**config.mk**
```make
export PLATFORM = sky130hd
export DESIGN_NAME = pc_gen
export DESIGN_NICKNAME = d
export VERILOG_FILES = /design/src/rtl/pc_gen.sv
export SDC_FILE = /design/constraint.sdc
export NUM_CORES = 1
export LEC_CHECK = 0
export ABC_AREA = 0
export BUFFER_PORTS_ARGS = -buffer_cell sky130_fd_sc_hd__buf_4
export CAP_MARGIN = 20
export CORE_MARGIN = 2
export CORE_UTILIZATION = 46
export DETAILED_ROUTE_END_ITERATION = 12
export PLACE_DENSITY_LB_ADDON = 0.3
export SETUP_SLACK_MARGIN = 0.3
export SYNTH_ARGS = -nofsm -noshare
export SYNTH_HDL_FRONTEND = slang
export SYNTH_SLANG_ARGS = --single-unit
```
**constraint.sdc**
```tcl
create_clock -name clock -period 1.7 [get_ports clock]
set_input_delay 0.085 -clock clock [delete_from_list [all_inputs] [get_ports clock]]
set_output_delay 0.085 -clock clock [all_outputs]
set_load 0.02 [all_outputs]
```
**src/rtl/pc_gen.sv**
```systemverilog
// Fetch program-counter generator: BOOT/RUN/FLUSH sequencing with kill window after redirects.
// Optional misaligned-redirect trap enabled by defining PC_GEN_MISALIGN_TRAP_EN.
module pc_gen #(
    parameter logic [31:0] RESET_VECTOR = 32'h0000_0000,
    parameter logic [31:0] TRAP_VECTOR  = 32'h0000_0100,
    parameter int unsigned IFU_LATENCY  = 2
) (
    input  logic        clock,
    input  logic        reset,
    input  logic        stall,
    input  logic        redirect_valid,
    input  logic [31:0] redirect_target,
    output logic [31:0] fetch_add,
    output logic        fetch_valid,
    output logic        kill,
    output logic        misalign
);

    localparam logic [1:0] BOOT  = 2'd0;
    localparam logic [1:0] RUN   = 2'd1;
    localparam logic [1:0] FLUSH = 2'd2;

    localparam logic [2:0] KILL_LOAD = 3'(IFU_LATENCY);

    logic [1:0]  state;
    logic [2:0]  kill_cnt;
    logic [31:0] redirect_addr;
    logic        redirect_misaligned;

`ifdef PC_GEN_MISALIGN_TRAP_EN
    always_comb begin
        redirect_misaligned = |redirect_target[1:0];
        redirect_addr       = redirect_misaligned ? TRAP_VECTOR : redirect_target;
    end
`else
    // Low target bits are dropped silently in this build.
    logic unused_target_bits;
    assign unused_target_bits = ^redirect_target[1:0];

    always_comb begin
        redirect_misaligned = 1'b0;
        redirect_addr       = {redirect_target[31:2], 2'b00};
    end
`endif

    always_ff @(posedge clock or negedge reset) begin
        if (!reset) begin
            state       <= BOOT;
            fetch_add   <= RESET_VECTOR;
            fetch_valid <= 1'b0;
            kill        <= 1'b0;
            misalign    <= 1'b0;
            kill_cnt    <= '0;
        end else begin
            misalign <= 1'b0;
            case (state)
                BOOT: begin
                    state       <= RUN;
                    fetch_valid <= 1'b1;
                end
                RUN, FLUSH: begin
                    if (redirect_valid) begin
                        fetch_add <= redirect_addr;
                        state     <= FLUSH;
                        kill_cnt  <= KILL_LOAD;
                        kill      <= 1'b1;
                        misalign  <= redirect_misaligned;
                    end else begin
                        if (!stall) begin
                            fetch_add <= fetch_add + 32'd4;
                        end
                        // kill mirrors the counter's next value so it drops with the return to RUN.
                        if (state == FLUSH) begin
                            kill_cnt <= kill_cnt - 3'd1;
                            kill     <= (kill_cnt > 3'd1);
                            if (kill_cnt <= 3'd1) begin
                                state <= RUN;
                            end
                        end
                    end
                end
                default: begin
                    state       <= BOOT;
                    fetch_valid <= 1'b0;
                    kill        <= 1'b0;
                    kill_cnt    <= '0;
                end
            endcase
        end
    end

endmodule

```
==> reports/metrics.yaml, run 1 <==
setup_path:
  ff2ff_path_depth: 5
  worstPathCellList: "nand4_1 > buf_6 > or2_2 > or3_4 > o311ai_2"
  crit_type: "reg -> reg"
  r2r_end: "fetch_add[17]$_DFFE_PN0P_"
  crit_family: "simple AND/OR/NAND/NOR gates"
  cp_slowest_cell: "or3_4"
  cp_num_buf_inv: 1
  crit_required_ns: 1.89
  start_kind: "flip-flop"
  cp_slowest_stage_delay_ns: 0.42
  critPathMaxFanout: 5
  r2r_start: "fetch_add[6]$_DFFE_PN0P_"
  r2r_slack_ns: -0.21
  crit_arrival_ns: 2.10
  end_kind: "flip-flop"
global_routing:
  grt_pass1_wl_um: 14930
  antenna_found_initial: 0
  grt_max_degree: 38
  grt_pass1_vias: 3113
  track_usage_pct: 31.55
  grt_overflow_total: 0
power_and_ir_drop:
  powerDensity_nw_per_um2: 1982
  netSwitchingPower_mw: 4.096
  power_mw: 8.779
  leakagePower_nw: 1.933
  clockPowerShare_pct: 9.4
  p_comb_share_pct: 69.3
  seqPwrFrac_pct: 21.2
  vdd.ir_drop.worst_mv: 1.159
  switching_share_pct: 46.65
  p_int_mw: 4.684
min_path:
  hp-start: "redirect_target[26]"
  hold_end: "fetch_add[26]$_DFFE_PN0P_"
  holdPathStages: 3
  hold_path_class: "in -> reg"
detailed_routing:
  wl_per_cell_um: 21.52
  antenna_left: 0
  dr.pass1.iters: 5
  wl_um: 10930
  met1_length_um: 3984
  wl_met3_um: 870
  drcViolationCount: 0
  wl_met2_um: 5526
  top_layer: "met4"
  via_per_inst: 6.569
  routed-via-count: 3337
  dr.first_iter.drc_count: 288
timing:
  fin_ws_ns: -0.2132
  fin_hold_ws_ns: 0.01983
  setup-violations-final: 17
  fin_crit_ns: 1.913
  finalClockSkew_ns: 0.007842
  max_slew.worst_pin.slew_ns: 0.5067
  relSlewSlack_pct: 66.22
  drv_slew: 0
  finalCritPeriodShare_pct: 112.5
  final_hold_viol_count: 0
  rsz0062_at_grt: "true"
  fmax_ghz: 0.5227
final_layout:
  regArea_um2: 945.9
  n_antenna_cell: 0
  fillers: 265
  finalNonFillerCells: 508
  multiInputGateArea_um2: 1884
  fin_nets: 479
  postLayoutCoreUtil_pct: 85.63
  drive_above_1_share_pct: 58.68
  final_cell_area_um2: 4429
  syn_to_final_growth_pct: 77.89
place:
  dpl.hpwl_um: 5813
  place_area_um2: 3423
  gp_congestion: 0.8765
  dp.cells: 452
  portBuffers: 65
yosys:
  synthTopCellsByCount: "37 x dfrtp_1, 19 x clkbuf_1, 19 x nor2_1, 19 x o21ai_0, 17 x nand2_1"
  synth_top_area_share_pct: 37.19
  synthCells: 292
  synthesis.area_um2: 2490
  async_flop_share_pct: 100.0
  yosys.area.top_type: "dfrtp_1"
  yosysUniqueCellTypes: 54
  synth_most_common_cell: "dfrtp_1"
  synthFlopType: "dfrtp_1"
  avgSynthCellArea_um2: 8.527
  ys_warn_count: 0
  synth.yosys.seq_area_share_pct: 37.19
  synth-edff-count: 0
  synth-seq-cells: 37
  netlist_top_cells_area: "dfrtp_1 37%, o21ai_0 3.8%, a22oi_1 3.6%"
outcome:
  status: "complete, but fails checks"
  violations: "setup timing"
floorplan:
  num_rows: 26
  die-area_um2: 6017
  core_area_um2: 5172
  ios: 71
  die_x_um: 77.57
  initial_utilization_pct: 48.14
  fp.dieH_um: 77.57
clock_tree:
  htreeDepth: 2
  cts_buffer_depth: 2
  cts-root-buf: "clkbuf_8"
  clock_latency_ns: 0.30
  cts_tree: "done"
  clkSinkCount: 37
  clk_pin_slew_worst_paths_ns: 0.08
  cts_made_buffers: 5
run:
  drv_cap: 0
[sequential cells by signal, summed over array words and instances, names as in the netlist]
| register | cells |
|---|---|
| state | 2 |
| kill_cnt | 3 |
| kill | 1 |
| fetch_add | 30 |
| fetch_valid | 1 |
[cells in the final DEF, fill, tap and decap left out, drive strengths merged, types with 4 or more instances in the layout]
| cell | count |
|---|---|
| a22oi | 12 |
| nand2 | 17 |
| o311ai | 8 |
| nand3 | 15 |
| nor2 | 19 |
| buf | 159 |
| nand2b | 4 |
| nand4 | 12 |
| o211ai | 7 |
| nor4 | 7 |
| a21oi | 10 |
| o21ai | 19 |
| clkbuf | 7 |
| and3 | 4 |
| or4 | 8 |
| dfrtp | 37 |
| a22o | 9 |
| ha | 6 |
| nor3 | 10 |
| inv | 12 |
| o22ai | 5 |
[per-layer routing]
metal,track usage [%],up-vias
met5,0,-
met4,14.64,0
met3,6.047,56
met2,56.00,234
met1,36.55,1623
li1,-,1424
[worst min-delay path, cell delays in order]
cell and delay (ns):
buf_4 0.08, a22oi_1 0.05, nand3_1 0.08
[logic make-up (layout without fill, tap and decap cells)]
logic type / count (synthesis) / in the layout / share of synthesized area [%]
adder cells (fa/ha/maj): 6 / 6 / 3.015
AND/OR/NAND/NOR: 115 / 116 / 26.28
other: 1 / 3 / 0.1506
buffers and inverters: 39 / 182 / 6.382
AO/OA/AOI/OAI: 91 / 91 / 25.78
multiplexers: 3 / 3 / 1.206
flip-flops: 37 / 37 / 37.19
[power by group through the flow]
stage | registers (mW) | clock network (mW) | logic (mW)
floorplan | 2.32 | 0 | 1.96
global placement | 1.80 | 0 | 4.10
detailed placement | 1.82 | 0 | 4.19
CTS | 1.79 | 0.821 | 4.88
global route | 1.90 | 0.864 | 6.40
finish | 1.86 | 0.829 | 6.09
[worst max-delay path by stage]
| stage | from | end | slack (ns) | cells after the start |
|---|---|---|---|---|
| after floorplan | fetch_add[4]$_DFFE_PN0P_ | fetch_add[31]$_DFFE_PN0P_ | -0.15 | 6 |
| after global routing | fetch_add[6]$_DFFE_PN0P_ | fetch_add[24]$_DFFE_PN0P_ | -0.28 | 5 |
| after global placement | fetch_add[6]$_DFFE_PN0P_ | fetch_add[31]$_DFFE_PN0P_ | -0.07 | 4 |
| after CTS | fetch_add[6]$_DFFE_PN0P_ | fetch_add[17]$_DFFE_PN0P_ | -0.03 | 5 |
| final | fetch_add[6]$_DFFE_PN0P_ | fetch_add[17]$_DFFE_PN0P_ | -0.21 | 5 |
| after detailed placement | fetch_add[6]$_DFFE_PN0P_ | fetch_add[31]$_DFFE_PN0P_ | -0.13 | 4 |
[area by class of cell]
class,count,area share (%)
Clock buffer,7,1.949
Clock inverter,1,0.6780
Inverter,14,1.271
Multi-Input combinational cell,219,42.54
Sequential cell,37,21.36
Tap cell,70,1.977
Timing Repair Buffer,160,30.23
[repair_timing]
item | 4_1_cts | 5_1_grt
gates resized for setup | 52 | 67
pin swaps | 25 | 29
setup endpoints to repair | 33 | 36
hold buffers | 1 | 0
cloned | 0 | 2
buffers inserted | 25 | 20
endpoints found under the hold margin | 37 | 0
[through the flow]
| stage | setup slack, ns | TNS, ns |
|---|---|---|
| final | -0.2132 | -1.908 |
| after global routing | -0.2762 | -3.508 |
| after CTS | -0.02646 | -0.09710 |
| after detailed placement | -0.1256 | -0.4954 |
| after global placement | -0.06907 | -0.3175 |
| after floorplan | -0.1458 | -1.092 |
No activity file was read; power rests on OpenSTA's default activity.
==> inputs of run 2 (changes only) <==
CAP_MARGIN = unset   (was 20)
SETUP_SLACK_MARGIN = unset   (was 0.3)
==> reports/metrics.yaml, run 2 (same netlist as run 1, synthesis figures left out) <==
outcome:
  status: "complete, but fails checks"
  violations: "setup timing"
detailed_routing:
  dr.pass1.iters: 5  # unchanged
  drcViolationCount: 0  # unchanged
  routed-via-count: 2804  # -16%
  antenna_left: 0  # unchanged
  wl_um: 7728  # -29%
  wl_per_cell_um: 16.58  # -23%
  via_per_inst: 6.017  # -8.4%
  dr.first_iter.drc_count: 244  # -15%
global_routing:
  grt_pass1_vias: 2673  # -14%
  track_usage_pct: 26.06  # -5.5 points
  gr-usage-met3_pct: 3.721  # -2.3 points
  grt_pass1_wl_um: 12600  # -16%
  grt_use_met1_pct: 34.77  # -1.8 points
  grt_overflow_total: 0  # unchanged
  grtUsageMet2_pct: 44.09  # -12 points
  antenna_found_initial: 0  # unchanged
  grt_max_degree: 38  # unchanged
  grt_busiest_layer: "met2"
min_path:
  hold_path_class: "in -> reg"
  hp-start: "redirect_target[19]"
timing:
  fin_ws_ns: -0.05556  # +0.1576 ns
  rsz0062_at_grt: "true"
  final_hold_viol_count: 0  # unchanged
  fin_hold_ws_ns: 0.003375  # -0.01645 ns
  finalClockSkew_ns: 0.003823  # -0.004018 ns
  fin_crit_ns: 1.756  # -0.1576 ns
  drv_slew: 0  # unchanged
  setup-violations-final: 3  # -14
  fmax_ghz: 0.5696  # +9.0%
  finalCritPeriodShare_pct: 103.3  # -9.3 points
final_layout:
  syn_to_final_growth_pct: 44.02
  drive_above_1_share_pct: 40.66  # -18 points
  regArea_um2: 945.9  # unchanged
  final_common_cell: "buf_4"
  fillers: 416  # +57%
  fin_nets: 437  # -8.8%
  finalNonFillerCells: 466  # -8.3%
  multiInputGateArea_um2: 1514  # -20%
  final_cell_area_um2: 3586  # -19%
  final_cell_mix: "118 x buf_4, 21 x dfrtp_1, 19 x o21ai_0, 19 x nor2_1, 17 x nand2_1"
  regMostFlops: "fetch_add"
  n_antenna_cell: 0  # unchanged
  reg_top3: "fetch_add (30), kill_cnt (3), state (2)"
  largest_reg_flops: 30  # unchanged
clock_tree:
  clkSinkCount: 37  # unchanged
  cts_tree: "done"
  cts_made_buffers: 5  # unchanged
  cts-root-buf: "clkbuf_8"
  clk_pin_slew_worst_paths_ns: 0.08  # about the same
  htreeDepth: 2  # unchanged
  clock_latency_ns: 0.30  # about the same
  cts_buffer_depth: 2  # unchanged
floorplan:
  fp.dieH_um: 77.57  # unchanged
  die_x_um: 77.57  # unchanged
  core_area_um2: 5172  # unchanged
  initial_utilization_pct: 48.14  # unchanged
  num_rows: 26  # unchanged
  ios: 71  # unchanged
  die-area_um2: 6017  # unchanged
power_and_ir_drop:
  power_mw: 6.801  # -23%
  powerDensity_nw_per_um2: 1897  # -4.3%
  vdd.ir_drop.worst_mv: 0.9182  # -21%
  leakagePower_nw: 1.537  # -20%
setup_path:
  cp-startpoint: "fetch_add[8]$_DFFE_PN0P_"
  crit_type: "reg -> reg"
  r2r_start: "fetch_add[8]$_DFFE_PN0P_"
  start_kind: "flip-flop"
  crit_required_ns: 1.89  # about the same
  crit_arrival_ns: 1.94  # -0.16 ns
  end_kind: "flip-flop"
  critPathMaxFanout: 11  # +6
place:
  portBuffers: 65  # unchanged
  place_ws_ns: -0.1674  # -0.04179 ns
  gp_congestion: 0.8736  # -0.33%
  place_area_um2: 3391  # -0.95%
  dp.cells: 456  # +0.88%
  dpl.hpwl_um: 5544  # -4.6%
run:
  drv_cap: 0  # unchanged
run 2: what timing repair did:
item / 4_1_cts / 5_1_grt
hold buffers: 1 / 0
pin swaps: 4 / 3
buffers inserted: 0 / 1
endpoints found under the setup margin: 9 / 20
hold endpoints to repair: 37 / 0
resized for setup: 8 / 14
run 2: path summary, 6_finish.rpt:
kind                                                  end  slack [ns]  cells after the start
worst max-delay path            fetch_add[17]$_DFFE_PN0P_       -0.06                      5
worst min-delay path            fetch_add[19]$_DFFE_PN0P_       0.003                      3
worst max register to register  fetch_add[17]$_DFFE_PN0P_       -0.06                      5
worst min register to register    fetch_valid$_DFFE_PN0P_        0.50                      2
max in group asynchronous       fetch_add[16]$_DFFE_PN0P_        1.05                      2
min in group asynchronous       fetch_add[12]$_DFFE_PN0P_        0.28                      2
run 2: layout make-up:
cell class / count / share of cell area (%)
timing repair buffer: 119 / 24.98
clock buffer: 8 / 2.512
sequential: 37 / 26.38
inverter: 14 / 1.465
multi-input combinational: 218 / 42.22
tap: 70 / 2.442
run 2: per-stage QoR:
step / TNS, ns / utilization (%)
after floorplan: -1.031 / -
after global placement: -0.2415 / 65.55
after detailed placement: -0.6068 / 65.55
after CTS: -0.03738 / 67.78
after global routing: -0.4212 / 69.33
final: -0.1025 / 69.33
run 2: routing by layer:
layer / vias up / wire, um
met1: 1357 / 3313
met4: 0 / 62
met5: - / 0
met2: 111 / 3795
met3: 9 / 557
li1: 1327 / -
run 2: power breakdown:
group / switching (mW) / leakage (nW) / internal [mW]
Clock: 0.329 / 0.0455 / 0.331
Sequential: 0.453 / 0.427 / 1.36
Combinational: 2.35 / 1.06 / 1.98
run 2: critical path, cell delays in order, from the launching register on:
cell and delay (ns):
dfrtp_2 0.36, nand4_1 0.16, buf_4 0.22, or2_2 0.28, or3_1 0.37, o311ai_2 0.25
